## config.mk

```make
export PLATFORM = sky130hd
export DESIGN_NAME = encoder_frame_scheduler
export DESIGN_NICKNAME = d
export VERILOG_FILES = /design/src/rtl/encoder_frame_scheduler.sv
export SDC_FILE = /design/constraint.sdc
export NUM_CORES = 1
export LEC_CHECK = 0
export ABC_AREA = 1
export CAP_MARGIN = 20
export CORE_ASPECT_RATIO = 1.5
export CORE_MARGIN = 1
export CORE_UTILIZATION = 40
export CTS_CLUSTER_DIAMETER = 100
export CTS_CLUSTER_SIZE = 28
export DETAILED_ROUTE_END_ITERATION = 12
export HOLD_SLACK_MARGIN = 0.12
export PLACE_DENSITY_LB_ADDON = 0.3
export SYNTH_ARGS = -nofsm -noshare
export SYNTH_HDL_FRONTEND = slang
export SYNTH_SLANG_ARGS = --single-unit
```

## constraint.sdc

```tcl
create_clock -name clk -period 4.3 [get_ports clk]
set_input_delay 0.43 -clock clk [delete_from_list [all_inputs] [get_ports clk]]
set_output_delay 0.43 -clock clk [all_outputs]
set_load 0.005 [all_outputs]
```

## src/rtl/encoder_frame_scheduler.sv

```systemverilog
// Frame scheduler for a shared convolutional encoder: round-robin grant between two
// requesters, then sequences clear, encode, trellis termination and an inter-frame gap.
module encoder_frame_scheduler #(
  parameter int unsigned TAIL_CYCLES = 4,
  parameter int unsigned GAP_CYCLES  = 1
) (
  input  logic       clk,
  input  logic       reset,
  input  logic [1:0] req,
  input  logic [8:0] len0,
  input  logic [8:0] len1,
  output logic [1:0] grant,
  output logic       src_sel,
  output logic       clr,
  output logic       enc_enable,
  output logic       trellis_enable,
  output logic [1:0] frame_done,
  output logic       busy,
  output logic [2:0] state,
  output logic [7:0] frames0,
  output logic [7:0] frames1
);

  typedef enum logic [2:0] {
    S_IDLE   = 3'd0,
    S_CLEAR  = 3'd1,
    S_TERM   = 3'd2,
    S_ENCODE = 3'd3,
    S_GAP    = 3'd4
  } state_e;

  localparam logic [3:0] TAIL_LAST = 4'(TAIL_CYCLES - 1);
  localparam logic [3:0] GAP_LAST  = 4'(GAP_CYCLES - 1);

  state_e     state_q, state_d;
  logic       owner_q, owner_d;
  logic       last_q, last_d;
  logic [8:0] cnt_q, cnt_d;
  logic [3:0] phase_q, phase_d;
  logic [7:0] frames0_q, frames0_d;
  logic [7:0] frames1_q, frames1_d;
  logic       winner;
  logic [1:0] owner_onehot;

  // Single requests always win; on contention the one not served last wins.
  always_comb begin
    winner = 1'b0;
    case (req)
      2'b01:   winner = 1'b0;
      2'b10:   winner = 1'b1;
      default: winner = ~last_q;
    endcase
  end

  assign owner_onehot = owner_q ? 2'b10 : 2'b01;

  // NOTE: every signal driven here gets a default first, so no path can infer a latch.
  always_comb begin
    state_d        = state_q;
    owner_d        = owner_q;
    last_d         = last_q;
    cnt_d          = cnt_q;
    phase_d        = phase_q;
    frames0_d      = frames0_q;
    frames1_d      = frames1_q;
    grant          = 2'b00;
    clr            = 1'b0;
    enc_enable     = 1'b0;
    trellis_enable = 1'b0;
    frame_done     = 2'b00;
    busy           = 1'b1;

    case (state_q)
      S_IDLE: begin
        busy = 1'b0;
        if (req != 2'b00) begin
          owner_d = winner;
          last_d  = winner;
          cnt_d   = winner ? len1 : len0;
          phase_d = 4'd0;
          state_d = S_CLEAR;
        end
      end
      S_CLEAR: begin
        grant   = owner_onehot;
        clr     = 1'b1;
        state_d = S_ENCODE;
      end
      S_ENCODE: begin
        grant      = owner_onehot;
        enc_enable = 1'b1;
        if (cnt_q == 9'd0) begin
          phase_d = 4'd0;
          state_d = S_TERM;
        end else begin
          cnt_d = cnt_q - 9'd1;
        end
      end
      S_TERM: begin
        grant          = owner_onehot;
        trellis_enable = 1'b1;
        if (phase_q == TAIL_LAST) begin
          phase_d = 4'd0;
          state_d = S_GAP;
        end else begin
          phase_d = phase_q + 4'd1;
        end
      end
      S_GAP: begin
        // Completion is reported once, on the first gap cycle.
        if (phase_q == 4'd0) begin
          frame_done = owner_onehot;
          if (owner_q) frames1_d = frames1_q + 8'd1;
          else         frames0_d = frames0_q + 8'd1;
        end
        if (phase_q == GAP_LAST) begin
          phase_d = 4'd0;
          state_d = S_IDLE;
        end else begin
          phase_d = phase_q + 4'd1;
        end
      end
      default: state_d = S_IDLE;
    endcase
  end

  // NOTE: sequential state uses non-blocking assignments so every register samples pre-edge values.
  always_ff @(posedge clk) begin
    if (reset) begin
      state_q   <= S_IDLE;
      owner_q   <= 1'b0;
      last_q    <= 1'b1;
      cnt_q     <= 9'd0;
      phase_q   <= 4'd0;
      frames0_q <= 8'd0;
      frames1_q <= 8'd0;
    end else begin
      state_q   <= state_d;
      owner_q   <= owner_d;
      last_q    <= last_d;
      cnt_q     <= cnt_d;
      phase_q   <= phase_d;
      frames0_q <= frames0_d;
      frames1_q <= frames1_d;
    end
  end

  assign state   = state_q;
  assign src_sel = owner_q;
  assign frames0 = frames0_q;
  assign frames1 = frames1_q;

endmodule

```

# ---- After elaboration in Yosys (flattened, before gate mapping)
# Cells that the tools add are included.
dict set report word_totals {
  ff_bits 34
  in_bits 22
  elab_cells 61
}
dict set report op_classes {
  n_addsub 4
  eq_ne 12
  mux 23
  n_bitwise 2
  reduce_logical 13
}
# op count
set op_table {}
lappend op_table {{two-way mux 9 bit} 3}
lappend op_table {{one-hot mux 9 bit (2 select lines)} 1}
lappend op_table {{adder 8 x 1 -> 8 bit (second input constant)} 2}
lappend op_table {{two-way mux 4 bit} 4}
lappend op_table {{one-hot mux 4 bit (4 select lines)} 1}
lappend op_table {{one-hot mux 3 bit (5 select lines)} 1}
lappend op_table {{two-way mux 3 bit} 4}
lappend op_table {{AND reduction 3 bit} 4}
lappend op_table {{inequality test 2 bit (second input constant)} 5}
lappend op_table {{logical NOT 9 bit} 1}
lappend op_table {{subtractor 9 x 1 -> 9 bit (second input constant)} 1}
lappend op_table {{two-way mux 2 bit} 4}
lappend op_table {{== test 3 x 2 -> 1 bit (second input constant)} 2}
lappend op_table {{adder 4 x 1 -> 4 bit (second input constant)} 1}
lappend op_table {{== test 4 x 2 -> 1 bit (second input constant)} 1}
lappend op_table {{logical NOT 4 bit} 1}
lappend op_table {{two-way mux 1 bit} 4}
lappend op_table {{AND reduction 4 bit} 1}
lappend op_table {{nonzero test 2 bit} 2}
lappend op_table {{nonzero test 4 bit} 1}
lappend op_table {{== test 3 x 1 -> 1 bit (second input constant)} 1}
lappend op_table {{== test 3 bit (second input constant)} 1}
lappend op_table {{logical NOT 3 bit} 1}
lappend op_table {{OR reduction 3 bit} 1}
lappend op_table {{other kinds (5)} 6}

# ---- Longest topological paths before layout
# Gate-level depths: netlist of the first run.
dict set report depth {
  ltp_word 5
  ltp_mapped 11
  depth_no_buf 10
}

# ---- Worst setup path after synthesis of the first run
# Ideal clock, no wire load.
dict set report synth_timing {
  path_type {input to register}
  start {input req[0]}
  end {register cnt_q[1]}
  setup_ns 0.115
  arrival_time_ns 1.613
  path_slack_ns 2.573
  path_stages 11
  path_cell_list {inv_1 > ha_1 > inv_1 > nand2_1 > nand2_1 > clkbuf_1 > nand2_1 > o211ai_1 > o21ai_0 > nor2_1 > nor2_1}
}
dict set report synth_between {
  elab_chain_cells 5
  word_cells_on_any_way 9
  cone_classes {eq/ne (3); mux (4); reduce/logical (2)}
}
# item line_no
set synth_lines {}
lappend synth_lines {{start: declaration} 9} ;# input logic [1:0] req,
lappend synth_lines {{== test 2 bit / == test 2 x 1 -> 1 bit (equally long branches)} 48} ;# case (req)
lappend synth_lines {{one-hot mux 1 bit (2 select lines)} 48}
lappend synth_lines {{two-way mux 9 bit} 79} ;# cnt_d = winner ? len1 : len0;
lappend synth_lines {{two-way mux 9 bit} 76} ;# if (req != 2'b00) begin
lappend synth_lines {{one-hot mux 9 bit (2 select lines)} 73} ;# case (state_q)
lappend synth_lines {{end signal: assignment} 141} ;# cnt_q <= cnt_d;
lappend synth_lines {{end: declaration} 38} ;# logic [8:0] cnt_q, cnt_d;
# Several ways; a longest one is shown, not always the timed one. The select of a mux whose other input is x is not followed.
# A chain may end at the register's enable or synchronous reset.

# ---- Final worst setup path of the first run
dict set report layout_timing {
  start {register phase_q[0]}
  end {output frame_done[0]}
}
dict set report layout_between {
  elab_chain_cells 3
}
# item line_no
set layout_lines {}
lappend layout_lines {{start: declaration} 39} ;# logic [3:0] phase_q, phase_d;
lappend layout_lines {{start signal: assignment} 142} ;# phase_q <= phase_d;
lappend layout_lines {{logical NOT 4 bit} 111} ;# if (phase_q == 4'd0) begin
lappend layout_lines {{two-way mux 2 bit} 111}
lappend layout_lines {{two-way mux 2 bit} 73}
lappend layout_lines {{end: declaration} 17} ;# output logic [1:0] frame_done,
# Every way passes these cells.

==> reports/metrics.csv, run 1 <==
metric,value,unit
Clock Latency Late Sink,0.29,ns
die width,61.0,µm
Routed WL,4620,µm
top cell type's share of synthesized area,32.6,%
Crit. End Element,output pin,
CTS tree,built,
Synth Net Count,333,
Hold Fails Final Rpt,0,
Root Buffer,clkbuf_8,
maximum net fanout on the critical path,9,
Antenna diodes,0,
die height,90.5,µm
Ys Warns,0,
Leak,1.12,nW
top post-synthesis cells by count,"59 x nand2_1, 34 x dfxtp_1, 33 x nor2_1",
clk buf depth,2,
CTS buffer count,5,
count of cell types in the netlist,31,
post-synthesis sequential area ratio,32.6,%
final core occ,55.4,%
CP required,3.87,ns
Syn Area/Cell,6.87,µm²
overall routing resource usage,18.5,%
combinational power share,48.4,%
Core Footprint,4930,µm²
setup bufs post-CTS,0,
# port buffers,49,
gp weighted congestion,0.802,
Slew @ Worst Pin,0.620,ns
largest net degree at the start of global routing,20,
Die ar.,5520,µm²
Post-synth EDFFs,0,
DR vias/cell,4.87,
DRT iter0 DRCs,57,
Slew HR,58.5,%
post-synthesis async set-or-reset flop share,0,%
vias,2056,
synthesized flop and latch total,34,
setup violators final,0,
sequential share of power,33.4,%
FILL cells,504,
initial core utilization,42.4,%
WL/cell,10.9,µm
status,"finished, final reports clean",
WP data arrival,2.03,ns
Net Sw Frac,42.4,%
cts hold-fix bufs,0,
Layout Nets,384,
mapped cell area,2090,µm²
unrepaired setup endpoints after global routing,no,
Psw,0.570,mW
Layout Area Growth over Synthesis,30.9,%
CP Class,reg -> out,
TritonRoute pass-1 iters,4,
Area contributors post-synth,"dfxtp_1 33%, nand2_1 11%, nor2_1 5.9%, a21oi_1 5.8%, inv_1 5.8%",
I/O pins,50,
share of cells above drive strength 1,11.8,%
fin crit share,57.1,%
Hold Path Class,reg -> reg,
DRC viols,0,
vias in the first global route,1988,
total grt overflow,0,
Rows,31,
H-Tree Depth,2,
Yosys top cell by area,dfxtp_1,
post-route ant nets,0,
Max Cap Viol,0,
"Reg clk slew, reported paths",0.07,ns
hpwl dp,3700,µm
VDD IR-drop max,0.259,mV
Achievable Freq,407,MHz
Power Internal,0.775,mW
top-count cell post-synth,nand2_1,
Sum Neg Setup Slack,0,ns
first-pass GRT wire length,8060,µm
prevailing post-synth register cell,dfxtp_1,
clock share of power,18.2,%
Tmin final,2.46,ns
clock skew,0.00764,ns
Critical Path Start Type,flip-flop,
fin. max-slew vios,0,
post-CTS sizing,0,
initial antenna violation count,0,
number of clock sinks,34,
Pwr Density,492,nW/µm²
Synth Instances,304,
-- flip-flops by register name, indices dropped and copies added (netlist names) --
name,count
cnt_q,9
frames0,8
frames1,8
last_q,1
phase_q,4
src_sel,1
state,3
-- cell usage in the layout (no fill, tap or decap) --
cell type and instances:
nor3_4 2, nand3b_1 1, xor2_1 4, nor3_1 7, nand2_1 59, nand3_2 3, inv_2 10, ha_1 7
o21ai_1 17, a21oi_2 1, nand4_1 4, nand3_4 2, inv_1 32, nor2_2 3, clkinv_2 2, o21ai_0 10
clkdlybuf4s50_1 49, nand2_2 4, nand2_8 1, nor3_2 1, inv_4 2, clkbuf_1 1, xnor2_1 3, o211ai_1 4
nor4_1 2, nor2_1 33, nor2_4 4, dfxtp_1 34, clkbuf_8 6, nand2_4 1, nand3_1 23, a21oi_1 24
-- area by class of cell --
| class | instances | area (µm²) | area share [%] |
|---|---|---|---|
| tap | 66 | 82.6 | 3.02 |
| timing repair buffer | 49 | 490 | 18.0 |
| inverter | 45 | 175 | 6.41 |
| sequential | 34 | 681 | 24.9 |
| clock inverter | 1 | 5.00 | 0.183 |
| multi-input combinational | 220 | 1210 | 44.3 |
| clock buffer | 7 | 86.3 | 3.16 |
-- power groups by stage --
stage               Combinational, mW  Clock (mW)  Sequential (mW)
CTS                             0.654       0.252            0.450
global route                    0.735       0.265            0.462
global placement                0.635           0            0.454
finish                          0.650       0.245            0.450
detailed placement              0.652           0            0.457
floorplan                       0.469           0            0.445
-- path summary, 6_finish.rpt --
kind,startpoint,to,cells after the start,slack [ns]
max,phase_q[0],frame_done[0],5,1.84
min,cnt_q[0],cnt_q[0],2,0.49
max reg2reg,state[0],cnt_q[4],7,2.65
min reg2reg,cnt_q[0],cnt_q[0],2,0.49
-- routing by layer --
| layer | GRT usage (%) | vias up | wire [µm] |
|---|---|---|---|
| met1 | 19.0 | 919 | 1870 |
| met2 | 36.1 | 46 | 2570 |
| met4 | 3.98 | 0 | 34 |
| li1 | - | 1088 | - |
| met5 | 0 | - | 0 |
| met3 | 3.44 | 3 | 142 |
-- critical path, cell delays in order, from the launching register on --
cell	delay (ns)
dfxtp_1	0.35
inv_1	0.10
ha_1	0.18
nand3_2	0.19
nor3_4	0.35
clkdlybuf4s50_1	0.58
-- logic make-up (layout without fill, tap and decap cells) --
logic type,count (synthesis),after routing,synth area share (%)
buffers and inverters,50,102,9.35
flip-flops,34,34,32.6
AO/OA/AOI/OAI,56,56,14.1
XOR/XNOR,7,7,2.94
AND/OR/NAND/NOR,150,150,36.8
adder cells (fa/ha/maj),7,7,4.20
-- stage by stage --
| stage | instances | hold WS (ns) | setup WS [ns] | instance area, µm² | total power, mW |
|---|---|---|---|---|---|
| 5_1_grt | 422 | 0.507 | 1.74 | 2730 | 1.46 |
| 6_report | 422 | 0.492 | 1.84 | 2730 | 1.34 |
| 3_3_place_gp | 414 | 0.471 | 2.08 | 2640 | 1.09 |
| 4_1_cts | 422 | 0.493 | 1.85 | 2730 | 1.36 |
| 3_5_place_dp | 414 | 0.479 | 2.03 | 2640 | 1.11 |
| 2_1_floorplan | 304 | 0.454 | 2.57 | 2090 | 0.914 |
No activity file was read; power rests on OpenSTA's default activity.
==> run 2: changes to the inputs <==
==> constraint.sdc (replaced) <==
create_clock -name clk -period 2.5 [get_ports clk]
set_input_delay 0.25 -clock clk [delete_from_list [all_inputs] [get_ports clk]]
set_output_delay 0.25 -clock clk [all_outputs]
set_load 0.005 [all_outputs]
==> run 2 against run 1 <==
Non-clock buffer count rose by 2. Sequential share of layout area fell by 0.29 points. Critical path depth did not move. Clock power rose by 100%. Total power rose by 77%. Final cell count rose by 0.47%. Setup slack got worse by 1.6 ns. Critical endpoint unchanged.
==> reports/metrics.csv, run 2 (same netlist as run 1, synthesis figures left out) <==
metric,value,unit,change
TritonRoute pass-1 iters,4,,unchanged
Sum Neg Setup Slack,0,ns,unchanged
first-pass GRT wire length,7950,µm,was 8060 µm
Crit. End Element,output pin,,unchanged
share of cells above drive strength 1,12.6,%,was 11.8%
Core Footprint,4930,µm²,unchanged
DRC viols,0,,unchanged
WHS,0.489,ns,was 0.492 ns
clk buf depth,2,,unchanged
cells along the critical path,"inv_1, ha_1, nand3_2, nor3_4, clkdlybuf4s50_1",,unchanged
CP peak stage delay,0.57,ns,was 0.58 ns
Achievable Freq,440,MHz,
Pwr Density,862,nW/µm²,was 492 nW/µm²
Die ar.,5520,µm²,unchanged
dpl ws,0.411,ns,was 2.03 ns
top layer in use,met4,,unchanged
Antenna diodes,0,,unchanged
overall routing resource usage,18.8,%,was 18.5%
number of clock sinks,34,,unchanged
vias in the first global route,1911,,was 1988
Hold Path Class,reg -> reg,,unchanged
post-CTS sizing,0,,unchanged
gp weighted congestion,0.807,,was 0.802
Crit path buffers/inverters,2,,unchanged
CP max-delay cell,clkdlybuf4s50_1,,unchanged
CTS buffer count,5,,unchanged
setup violators final,0,,unchanged
Clock Latency Late Sink,0.28,ns,was 0.29 ns
unrepaired setup endpoints after global routing,no,,unchanged
max FFs per register,9,,unchanged
post-route ant nets,0,,unchanged
# port buffers,49,,unchanged
CP startpoint,phase_q[0],,unchanged
Slew @ Worst Pin,0.574,ns,was 0.620 ns
I/O pins,50,,unchanged
Routed WL,4620,µm,about the same
metal3 WL,138,µm,was 142 µm
Tmin final,2.27,ns,
Max Cap Viol,0,,unchanged
Largest Register,cnt_q,,unchanged
R2R Setup Slk,0.91,ns,was 2.65 ns
WL/cell,10.9,µm,about the same
CP required,2.25,ns,was 3.87 ns
initial antenna violation count,0,,unchanged
vias,2095,,was 2056
CP Class,reg -> out,,unchanged
Levels on crit path,5,,unchanged
total grt overflow,0,,unchanged
worst flop-to-flop path startpoint,cnt_q[0],,was state[0]
DR vias/cell,4.94,,was 4.87
"Reg clk slew, reported paths",0.07,ns,about the same
most frequent cells in the layout,"59 x nand2_1, 49 x clkdlybuf4s50_1, 34 x dfxtp_1",,unchanged
Hold Fails Final Rpt,0,,unchanged
met2 wire length,2550,µm,was 2570 µm
WP data arrival,2.02,ns,was 2.03 ns
Leak,1.13,nW,was 1.12 nW
maximum net fanout on the critical path,9,,unchanged
setup bufs post-CTS,0,,unchanged
"commonest non-fill, non-tap cell in the layout",nand2_1,,unchanged
fin crit share,90.9,%,
crit path to,frame_done[0],,unchanged
hpwl dp,3660,µm,was 3700 µm
status,"finished, final reports clean",,unchanged
cts hold-fix bufs,0,,unchanged
fin. max-slew vios,0,,unchanged
DRT iter0 DRCs,53,,was 57
clock skew,0.00342,ns,was 0.00764 ns
Final WS setup,0.228,ns,was 1.84 ns
H-Tree Depth,2,,unchanged
die height,90.5,µm,unchanged
Rows,31,,unchanged
VDD IR-drop max,0.570,mV,was 0.259 mV
largest net degree at the start of global routing,20,,unchanged
Layout Area Growth over Synthesis,32.4,%,was 30.9%
die width,61.0,µm,unchanged
Top delay family on crit path,buffers and inverters,,unchanged
Root Buffer,clkbuf_8,,unchanged
Slew HR,61.7,%,was 58.5%
met1 WL,1890,µm,was 1870 µm
Layout Nets,386,,was 384
CTS tree,built,,unchanged
worst reg-to-reg path cell count,10,,was 7
initial core utilization,42.4,%,unchanged
reg-to-reg endpoint,cnt_q[0],,was cnt_q[4]
Critical Path Start Type,flip-flop,,unchanged
==> run 2: cell count changes in the layout (fill, tap and decap cells not counted), sizes merged <==
cell / change
buf: +2
clkinv: +1
bufinv: +1
clkbuf: -2
==> run 2: final cells by class <==
type / count / area (µm²)
sequential: 34 / 681
inverter: 45 / 175
fill: 513 / 2160
multi-input combinational: 220 / 1210
tap: 66 / 82.6
clock buffer: 5 / 68.8
clock inverter: 3 / 40.0
timing repair buffer: 51 / 505
==> run 2: worst min path at each step <==
stage / depth (start not counted) / to / startpoint
6_report: 2 / phase_q[3] / phase_q[3]
5_1_grt: 2 / phase_q[3] / phase_q[3]
4_1_cts: 2 / phase_q[3] / phase_q[3]
3_5_place_dp: 2 / phase_q[3] / phase_q[3]
3_3_place_gp: 2 / phase_q[3] / phase_q[3]
2_1_floorplan: 2 / phase_q[3] / phase_q[3]
==> run 2: report_power, final <==
group | total (mW) | internal, mW | switching [mW]
Combinational | 1.11 | 0.460 | 0.647
Clock | 0.501 | 0.293 | 0.207
Sequential | 0.774 | 0.654 | 0.121
Total | 2.38 | 1.41 | 0.975
==> run 2: per-layer routing <==
layer / GRT usage, % / vias up
li1: - / 1091
met1: 19.4 / 950
met2: 35.0 / 50
met3: 4.01 / 4
met4: 6.63 / 0
met5: 0 / -
==> run 2: worst min-delay path, delay by kind of cell (launching register included) <==
| family | cells | cell delay [ns] |
|---|---|---|
| AND/OR/NAND/NOR | 1 | 0.07 |
| flip-flops | 1 | 0.33 |
| AO/OA/AOI/OAI | 1 | 0.05 |
==> run 2: through the flow <==
stage                     power [mW]  cells  util (%)  cell area (µm²)
after floorplan                 1.57    304         -             2090
after global placement          1.88    416      53.9             2660
after detailed placement        1.90    416      53.9             2660
after CTS                       2.41    424      56.1             2760
after global routing            2.58    424      56.1             2760
final                           2.38    424      56.1             2760
==> run 3: changes to the inputs <==
--- a/config.mk
+++ b/config.mk
@@ -7,9 +7,10 @@
 export LEC_CHECK = 0
 export ABC_AREA = 1
 export CAP_MARGIN = 20
+export CELL_PAD_IN_SITES_DETAIL_PLACEMENT = 1
+export CELL_PAD_IN_SITES_GLOBAL_PLACEMENT = 1
 export CORE_ASPECT_RATIO = 1.5
-export CORE_MARGIN = 1
-export CORE_UTILIZATION = 40
+export CORE_UTILIZATION = 35
 export CTS_CLUSTER_DIAMETER = 100
 export CTS_CLUSTER_SIZE = 28
 export DETAILED_ROUTE_END_ITERATION = 12
==> run 3 against run 2 <==
First-iteration DRC count grew 9.4%. Global-route usage grew 0.28 points. Maximum frequency up 0.13%. Critical path depth stayed put. Largest power group unchanged.
==> reports/metrics.csv, run 3 (same netlist as run 1, synthesis figures left out) <==
metric,value,unit,change
clk buf depth,2,,unchanged
CP peak stage delay,0.57,ns,about the same
H-Tree Depth,2,,unchanged
cells along the critical path,"inv_1, ha_1, nand3_2, nor3_4, clkdlybuf4s50_1",,unchanged
DR vias/cell,5.05,,was 4.94
total grt overflow,0,,unchanged
Max Cap Viol,0,,unchanged
WL/cell,12.4,µm,was 10.9 µm
reg-to-reg endpoint,cnt_q[0],,unchanged
Hold Fails Final Rpt,0,,unchanged
Sequential Area,681,µm²,unchanged
unrepaired setup endpoints after global routing,no,,unchanged
Layout Nets,387,,was 386
Rows,34,,was 31
cts hold-fix bufs,0,,unchanged
Sum Neg Setup Slack,0,ns,unchanged
Largest Register,cnt_q,,unchanged
CP required,2.25,ns,about the same
Psw,1.01,mW,was 0.975 mW
hpwl dp,4320,µm,was 3660 µm
setup violators final,0,,unchanged
post-route ant nets,0,,unchanged
setup bufs post-CTS,0,,unchanged
Antenna diodes,0,,unchanged
# port buffers,49,,unchanged
Power Internal,1.34,mW,was 1.41 mW
CP startpoint,phase_q[0],,unchanged
CP Class,reg -> out,,unchanged
CP max-delay cell,clkdlybuf4s50_1,,unchanged
dpl ws,0.322,ns,was 0.411 ns
Hold Path Cell Cnt,2,,unchanged
Levels on crit path,5,,unchanged
vias,2176,,was 2095
clock share of power,18.3,%,was 21.0%
dpl cells,423,,was 416
crit path to,frame_done[0],,unchanged
worst flop-to-flop path startpoint,cnt_q[0],,unchanged
CTS tree,built,,unchanged
fin. max-slew vios,0,,unchanged
Clock Latency Late Sink,0.29,ns,was 0.28 ns
Pwr Density,849,nW/µm²,was 862 nW/µm²
Leak,1.13,nW,about the same
post-CTS sizing,0,,unchanged
R2R Setup Slk,0.87,ns,was 0.91 ns
TritonRoute pass-1 iters,4,,unchanged
worst reg-to-reg path cell count,10,,unchanged
Net Sw Frac,43.0,%,was 40.9%
Crit. End Element,output pin,,unchanged
final core occ,47.7,%,was 56.1%
Top delay family on crit path,buffers and inverters,,unchanged
initial core utilization,36.1,%,was 42.4%
Finished Layout Cells,431,,was 424
overall routing resource usage,19.0,%,was 18.8%
Final WS setup,0.231,ns,was 0.228 ns
initial antenna violation count,0,,unchanged
CTS buffer count,5,,unchanged
gp weighted congestion,0.773,,was 0.807
Achievable Freq,441,MHz,was 440 MHz
Hold Path Class,reg -> reg,,unchanged
Routed WL,5350,µm,was 4620 µm
fin crit share,90.8,%,was 90.9%
share of cells above drive strength 1,12.5,%,was 12.6%
max FFs per register,9,,unchanged
Tmin final,2.27,ns,about the same
Critical Path Start Type,flip-flop,,unchanged
sequential share of power,33.2,%,was 32.5%
die height,96.6,µm,was 90.5 µm
combinational power share,48.5,%,was 46.5%
most frequent cells in the layout,"59 x nand2_1, 49 x clkdlybuf4s50_1, 34 x dfxtp_1",,unchanged
Root Buffer,clkbuf_8,,unchanged
clock skew,0.00721,ns,was 0.00342 ns
die width,65.1,µm,was 61.0 µm
VDD IR-drop max,0.495,mV,was 0.570 mV
"Reg clk slew, reported paths",0.07,ns,about the same
Layout Area Growth over Synthesis,32.3,%,was 32.4%
maximum net fanout on the critical path,9,,unchanged
WP data arrival,2.02,ns,about the same
largest net degree at the start of global routing,20,,unchanged
I/O pins,50,,unchanged
FILL cells,782,,was 513
Slew @ Worst Pin,0.599,ns,was 0.574 ns
first-pass GRT wire length,9210,µm,was 7950 µm
status,"finished, final reports clean",,unchanged
Slew HR,60.1,%,was 61.7%
number of clock sinks,34,,unchanged
vias in the first global route,2118,,was 1911
Die ar.,6280,µm²,was 5520 µm²
area of the multi-input gates,1210,µm²,unchanged
Crit path buffers/inverters,2,,unchanged
"commonest non-fill, non-tap cell in the layout",nand2_1,,unchanged
DRC viols,0,,unchanged
Core Footprint,5790,µm²,was 4930 µm²
DRT iter0 DRCs,58,,was 53
-- run 3: cell types whose count changed in the layout (fill, tap and decap cells not counted), sizes merged --
cell,before,now
buf,2,3
clkinv,3,2
clkbuf,5,7
bufinv,1,0
-- run 3: worst min-delay path by stage --
stage / to / slack [ns] / startpoint
detailed placement: cnt_q[0] / 0.48 / cnt_q[0]
global route: phase_q[3] / 0.52 / phase_q[3]
global placement: phase_q[3] / 0.47 / phase_q[3]
CTS: phase_q[3] / 0.49 / phase_q[3]
finish: phase_q[3] / 0.49 / phase_q[3]
floorplan: phase_q[3] / 0.45 / phase_q[3]
-- run 3: through the flow --
| step | instance area [µm²] | power, mW | hold slack [ns] |
|---|---|---|---|
| 3_5_place_dp | 2670 | 1.94 | 0.484 |
| 3_3_place_gp | 2670 | 1.91 | 0.466 |
| 5_1_grt | 2760 | 2.55 | 0.520 |
| 4_1_cts | 2760 | 2.38 | 0.495 |
| 6_report | 2760 | 2.35 | 0.494 |
| 2_1_floorplan | 2090 | 1.57 | 0.454 |
-- run 3: metal layers --
layer	vias up	global-route usage [%]	part of all wire, %	wire length (µm)
met5	-	0	0	0
met4	0	5.98	1.4	73
met3	5	3.52	2.7	143
met2	38	39.8	58	3090
met1	1034	18.1	38	2040
li1	1099	-	-	-
-- run 3: worst reg2reg max path: stages (launching register included) --
cell and delay, ns:
dfxtp_1 0.33, inv_1 0.08, ha_1 0.19, nand2_1 0.10, nor2_1 0.18, nand3_1 0.15, nand2_4 0.16, nand2_8 0.11
inv_4 0.11, nand2_1 0.07, a21oi_2 0.10
-- run 3: final cells by class --
cell class,instances,area share [%]
clock inverter,1,0.181
tap,72,3.26
timing repair buffer,52,18.6
multi-input combinational,220,43.9
clock buffer,7,3.13
inverter,45,6.34
sequential,34,24.6
-- run 3: power by group through the flow --
stage          logic, mW  clock network, mW  registers (mW)
2_1_floorplan      0.807                  0           0.766
3_3_place_gp        1.12                  0           0.785
3_5_place_dp        1.15                  0           0.788
4_1_cts             1.16              0.445           0.779
5_1_grt             1.29              0.465           0.797
6_report            1.14              0.428           0.779
